File: src/rtl/activity_led_bar.sv
// activity_led_bar: bar of LEDs that fills progressively while a trig-started display runs.
// Optional ACTIVITY_LED_STRETCH_EN (RETRIGGER = 0 only) queues one ignored edge into a back-to-back run.
module activity_led_bar #(
    parameter int NUM_LEDS   = 6,
    parameter int PERIOD     = 67108864,
    parameter bit RETRIGGER  = 0,
    parameter bit ACTIVE_LOW = 1
) (
    input  logic                clk,
    input  logic                rst_sync,
    input  logic                trig,
    output logic [NUM_LEDS-1:0] led,
    output logic                busy,
    output logic                done
);
    localparam int CW = $clog2(PERIOD);
    localparam int STEP = PERIOD / NUM_LEDS;
    localparam logic [CW-1:0] LAST = CW'(PERIOD - 1);

    if (NUM_LEDS < 2 || NUM_LEDS > 16 || PERIOD < 2 * NUM_LEDS) begin : g_bad_params
        $error("activity_led_bar: NUM_LEDS must be 2..16 and PERIOD >= 2*NUM_LEDS");
    end

    typedef enum logic {IDLE, RUN} state_t;

    state_t state_q, state_d;
    logic [CW-1:0] cnt_q, cnt_d;
    logic trig_q, done_q, done_d, trig_edge;
    logic [NUM_LEDS-1:0] led_q, lit;
`ifdef ACTIVITY_LED_STRETCH_EN
    logic pend_q, pend_d;
`endif

    assign trig_edge = trig & ~trig_q;
    assign busy = cnt_q != '0;
    assign done = done_q;
    assign led = led_q;

    always_comb begin
        state_d = state_q;
        cnt_d = cnt_q;
        done_d = 1'b0;
`ifdef ACTIVITY_LED_STRETCH_EN
        pend_d = pend_q;
`endif
        if (state_q == IDLE) begin
            if (trig_edge) begin
                cnt_d = CW'(1);
                state_d = RUN;
            end
        end else if (RETRIGGER && trig_edge) begin
            cnt_d = CW'(1);
        end else if (cnt_q == LAST) begin
            done_d = 1'b1;
            cnt_d = '0;
            state_d = IDLE;
`ifdef ACTIVITY_LED_STRETCH_EN
            // an edge arriving on the final cycle is queued like any earlier one
            if (!RETRIGGER && (pend_q || trig_edge)) begin
                cnt_d = CW'(1);
                state_d = RUN;
            end
            pend_d = 1'b0;
`endif
        end else begin
            cnt_d = cnt_q + CW'(1);
`ifdef ACTIVITY_LED_STRETCH_EN
            if (!RETRIGGER && trig_edge) pend_d = 1'b1;
`endif
        end
    end

    assign lit[0] = busy;
    for (genvar i = 1; i < NUM_LEDS; i++) begin : g_lit
        localparam logic [CW-1:0] THR = CW'(i * STEP);
        assign lit[i] = cnt_q >= THR;
    end

    always_ff @(posedge clk) begin
        if (rst_sync) begin
            state_q <= IDLE;
            cnt_q <= '0;
            trig_q <= 1'b0;
            done_q <= 1'b0;
            led_q <= {NUM_LEDS{ACTIVE_LOW}};
        end else begin
            state_q <= state_d;
            cnt_q <= cnt_d;
            trig_q <= trig;
            done_q <= done_d;
            led_q <= ACTIVE_LOW ? ~lit : lit;
        end
    end

`ifdef ACTIVITY_LED_STRETCH_EN
    always_ff @(posedge clk) begin
        if (rst_sync) pend_q <= 1'b0;
        else pend_q <= pend_d;
    end
`endif
endmodule
File: config.mk
export PLATFORM = sky130hd
export DESIGN_NAME = activity_led_bar
export DESIGN_NICKNAME = d
export VERILOG_FILES = /design/src/rtl/activity_led_bar.sv
export SDC_FILE = /design/constraint.sdc
export NUM_CORES = 1
export LEC_CHECK = 0
export CORE_UTILIZATION = 45
export CTS_CLUSTER_SIZE = 20
export DETAILED_ROUTE_END_ITERATION = 16
export PLACE_DENSITY = 0.76
export SYNTH_ARGS = -nofsm -noshare
export SYNTH_HDL_FRONTEND = slang
export SYNTH_SLANG_ARGS = --single-unit
export TNS_END_PERCENT = 30
File: constraint.sdc
create_clock -name clk -period 2 [get_ports clk]
set_input_delay 0.5 -clock clk [delete_from_list [all_inputs] [get_ports clk]]
set_output_delay 0.5 -clock clk [all_outputs]
set_load 0.02 [all_outputs]
# Yosys cells after proc, flatten, opt, wreduce, memory -nomap -nowiden
# Cells that the tools add are included.
# W data, S select, Z words.
[word_totals]
register_bits = 35
input_bits = 3
output_inout_bits = 8
[op_classes]
n_addsub = 1
magnitude_cmp = 5
eq_ne = 1
muxes = 7
bitwise_logic = 4
reduce_logical = 3
[op_table]
columns = ["cell", "n"]
rows = [
  ["$mux W26", 3],
  ["$ge A26 B25 Y1 const B", 2],
  ["$ge A26 B26 Y1 const B", 2],
  ["$add A26 B1 Y26 const B", 1],
  ["$eq A26 B26 Y1 const B", 1],
  ["$ge A26 B24 Y1 const B", 1],
  ["$reduce_bool A26 Y1", 1],
  ["$not A6 Y6", 1],
  ["$mux W1", 4],
  ["$not A1 Y1", 2],
  ["$reduce_bool A2 Y1", 1],
  ["$reduce_or A2 Y1", 1],
  ["$and A1 B1 Y1", 1],
]

# Longest topological paths before layout
[logic_depth]
word_depth = 4
mapped_depth = 9

# Worst setup path after synthesis
# OpenSTA, ideal clock, no wires.
[synth_path]
path_type = "register -> output"
from = "register cnt_q[11]"
to = "output port busy"
arrival_time_ns = 1.588
t_required_ns = 1.500
slack_ns = -0.088
stages_incl_launch_ff = 4
cell_sequence = "dfxtp_1 -> buf_2 -> or4_1 -> or4_1"
[synth_via]
elab_chain_len = 1
[synth_rtl]
columns = ["element", "line", "text"]
rows = [
  ["start: declaration", "27", "logic [CW-1:0] cnt_q, cnt_d;"],
  ["start signal: assignment", "88", "cnt_q <= cnt_d;"],
  ["$reduce_bool A26 Y1", "35", "assign busy = cnt_q != '0;"],
  ["end: declaration", "13", "output logic busy,"],
]
# Every way passes these cells.

# Worst setup path after layout
# Same ends and word-level chain as after synthesis.

==> results.cfg <==
[outcome]
status = complete, but fails checks
violations = setup timing

[power_and_ir_drop]
power.density_nw_per_um2 = 567
leakagePower_uw = 0.00110
ir_drop_mv = 0.309
power_uw = 1510

[die]
initial_core_util_pct = 47.4
core_um2 = 4410
die_h_um = 70.2
dieWidth_um = 70.2
die_area_um2 = 4930
ios = 11
rows = 24

[finish]
utilization_pct = 60.3
fillers = 392
syn_to_final_growth_pct = 27.2
final_net_count = 314
n_antenna_cell = 0
drive_gt1_share_pct = 22.3

[clocking]
htree_levels = 2
cts_root_buffer = clkbuf_8
clock_path_buffers = 2
cts.clk_slew.worst_paths_ps = 70
cts_tree = done
cts-buffers-inserted = 5
clk_latency_ps = 290
clock_sinks = 35

[route]
first_iter_violations = 247
antenna_left = 0
wl_per_cell_um = 16.2
drc_errors = 0
vias = 2201
wirelength_um = 5860
drt-pass1-iter-count = 5
via_per_inst = 6.10

[worst_setup_path]
r2r-end = cnt_q[14]
critPathKind = reg2out
worstPathRequired_ps = 1500
cpPeakStageDelay_ps = 530
reg2reg_depth = 6
cp_data_arrival_time_ps = 1800
r2r_slack_ps = 80
worstSetupStartpointType = flip-flop
cp-end-kind = output port
crit_path_max_fanout = 2
cpMaxStageDelayCell = or4_4
r2r_start = cnt_q[7]
path_cells = or4_4 -> or4_4 -> buf_6
cp_common_cell = or4_4

[timing]
whs_ps = 606
slew-limit-headroom_pct = 66.7
rsz0062_at_grt = true
drv_slew = 0
period_minus_slack_ps = 2300
skew_ps = 8.36
post-route-period-util_pct = 115
fin_ws_ps = -295
hold_viol_final = 0
fmax_mhz = 436
worst_pin_slew_ps = 495
setup_viol = 1

[global_routing]
grt_pass1_vias = 1946
grt_pass1_wl_um = 9360
gr-usage-all-layers_pct = 24.5
grt_max_degree = 17
antenna_found_initial = 0
grt-ovfl-total = 0

[synth]
synth_warnings = 0
syn_area_um2 = 2090
postSynthAreaPerCell_um2 = 7.66
synth_cells = 273
synth_compound_area_share_pct = 20.9
synth-edff-count = 0
yosys.area_share.simple_pct = 32.6
synthAdderAreaFrac_pct = 1.79
synth_top_family_by_area = simple AND/OR/NAND/NOR gates
synth_xor_area_share_pct = 3.35
yosysUniqueCellTypes = 48
muxShareOfSynthArea_pct = 0
async_flop_share_pct = 0
synth_flop_cell = dfxtp_1
ys_ff_latch = 35
synth_nets = 279
synth_seq_area_share_pct = 33.5

[placed_design]
portBuffers = 10
hpwl_um = 4140
gp_congestion = 0.939

[worst_hold_path]
holdPathEnd = cnt_q[19]
hp-start = cnt_q[19]
hold_depth = 2
min-delay-path-class = reg2reg

[flow_run]
drv_cap = 0
==> where the power goes <==
part | internal, uW | switching (uW)
clock network | 403 | 261
registers | 704 | 8.61
logic | 57.6 | 75.3
total | 1160 | 345
==> through the flow <==
step,cells,area [um2],setup TNS [ps],setup WS [ps]
2_1_floorplan,273,2100,0,10.8
3_3_place_gp,350,2470,-396,-396
3_5_place_dp,350,2470,-448,-448
4_1_cts,358,2610,-298,-298
5_1_grt,361,2660,-428,-365
6_report,361,2660,-295,-295
==> cell usage in the layout, fill, tap and decap left out, drive strengths merged, types with 3 or more instances in the layout <==
cell           instances
inv                    7
a21oi                 21
dfxtp                 35
nand2b                 8
o211ai                 3
a31oi                  8
nand3                  9
and3                   3
nor3                   3
a21o                   6
nand2                 27
xor2                   6
ha                     3
nor4                   7
buf                   47
nor2                  26
o21ai                 13
or3                    7
nand4                 18
nor2b                  4
clkbuf                 6
clkdlybuf4s50          9
and4                   4
==> state kept, by name (all words and copies together) (netlist names) <==
| register | cells |
|---|---|
| done | 1 |
| cnt_q | 26 |
| led | 6 |
| trig_q | 1 |
| state_q | 1 |
==> timing repair <==
action | in CTS | in global routing
pin swaps | 0 | 1
endpoints found under the setup margin | 9 | 16
gates cloned | 0 | 1
hold buffers | 0 | 0
setup buffers | 0 | 2
resized for setup | 10 | 5
==> worst max-delay path, delay by kind of cell (launching register included) <==
| kind | cells | cell delay, ps |
|---|---|---|
| buffers and inverters | 1 | 150 |
| DFF | 1 | 310 |
| and+or+nand+nor | 2 | 1050 |
==> cells in the mapped netlist (all sizes together), types with 8 or more instances <==
master / n / share of area, %
nand2b: 8 / 2.4
nand4: 18 / 6.0
a31oi: 8 / 2.4
nor2: 26 / 4.7
o21ai: 13 / 3.1
dfxtp: 35 / 33
clkbuf: 13 / 2.5
nand2: 27 / 4.8
nand3: 9 / 2.4
buf: 16 / 4.1
a21oi: 21 / 5.0
==> how the worst max path moves through the flow <==
stage / cells past startpoint / slack, ps / end / startpoint
CTS: 3 / -300 / busy / cnt_q[11]
finish: 3 / -300 / busy / cnt_q[11]
global route: 5 / -360 / busy / cnt_q[3]
detailed placement: 5 / -450 / busy / cnt_q[3]
floorplan: 3 / 10 / busy / cnt_q[11]
global placement: 5 / -400 / busy / cnt_q[3]
==> layout make-up <==
cell class	instances	area [um2]	share of cell area, %
clock buffer	6	82.6	3.10
clock inverter	2	35.0	1.32
inverter	7	26.3	0.987
multi-input combinational	202	1280	48.0
sequential	35	701	26.3
tap	52	65.1	2.44
timing repair buffer	57	474	17.8
==> metal layers <==
layer	track usage [%]	up-vias	wire length [um]
met5	0	-	0
met4	11.3	0	192
met3	4.62	21	535
met2	37.6	110	2710
met1	33.2	1008	2420
li1	-	1062	-
==> logic make-up after synthesis <==
logic type      after synthesis
simple gates                123
compound gates               68
buf+inv                      36
flops                        35
xor+xnor                      8
fa+ha+maj                     3
Note: power is estimated with default switching activity, not from simulation.
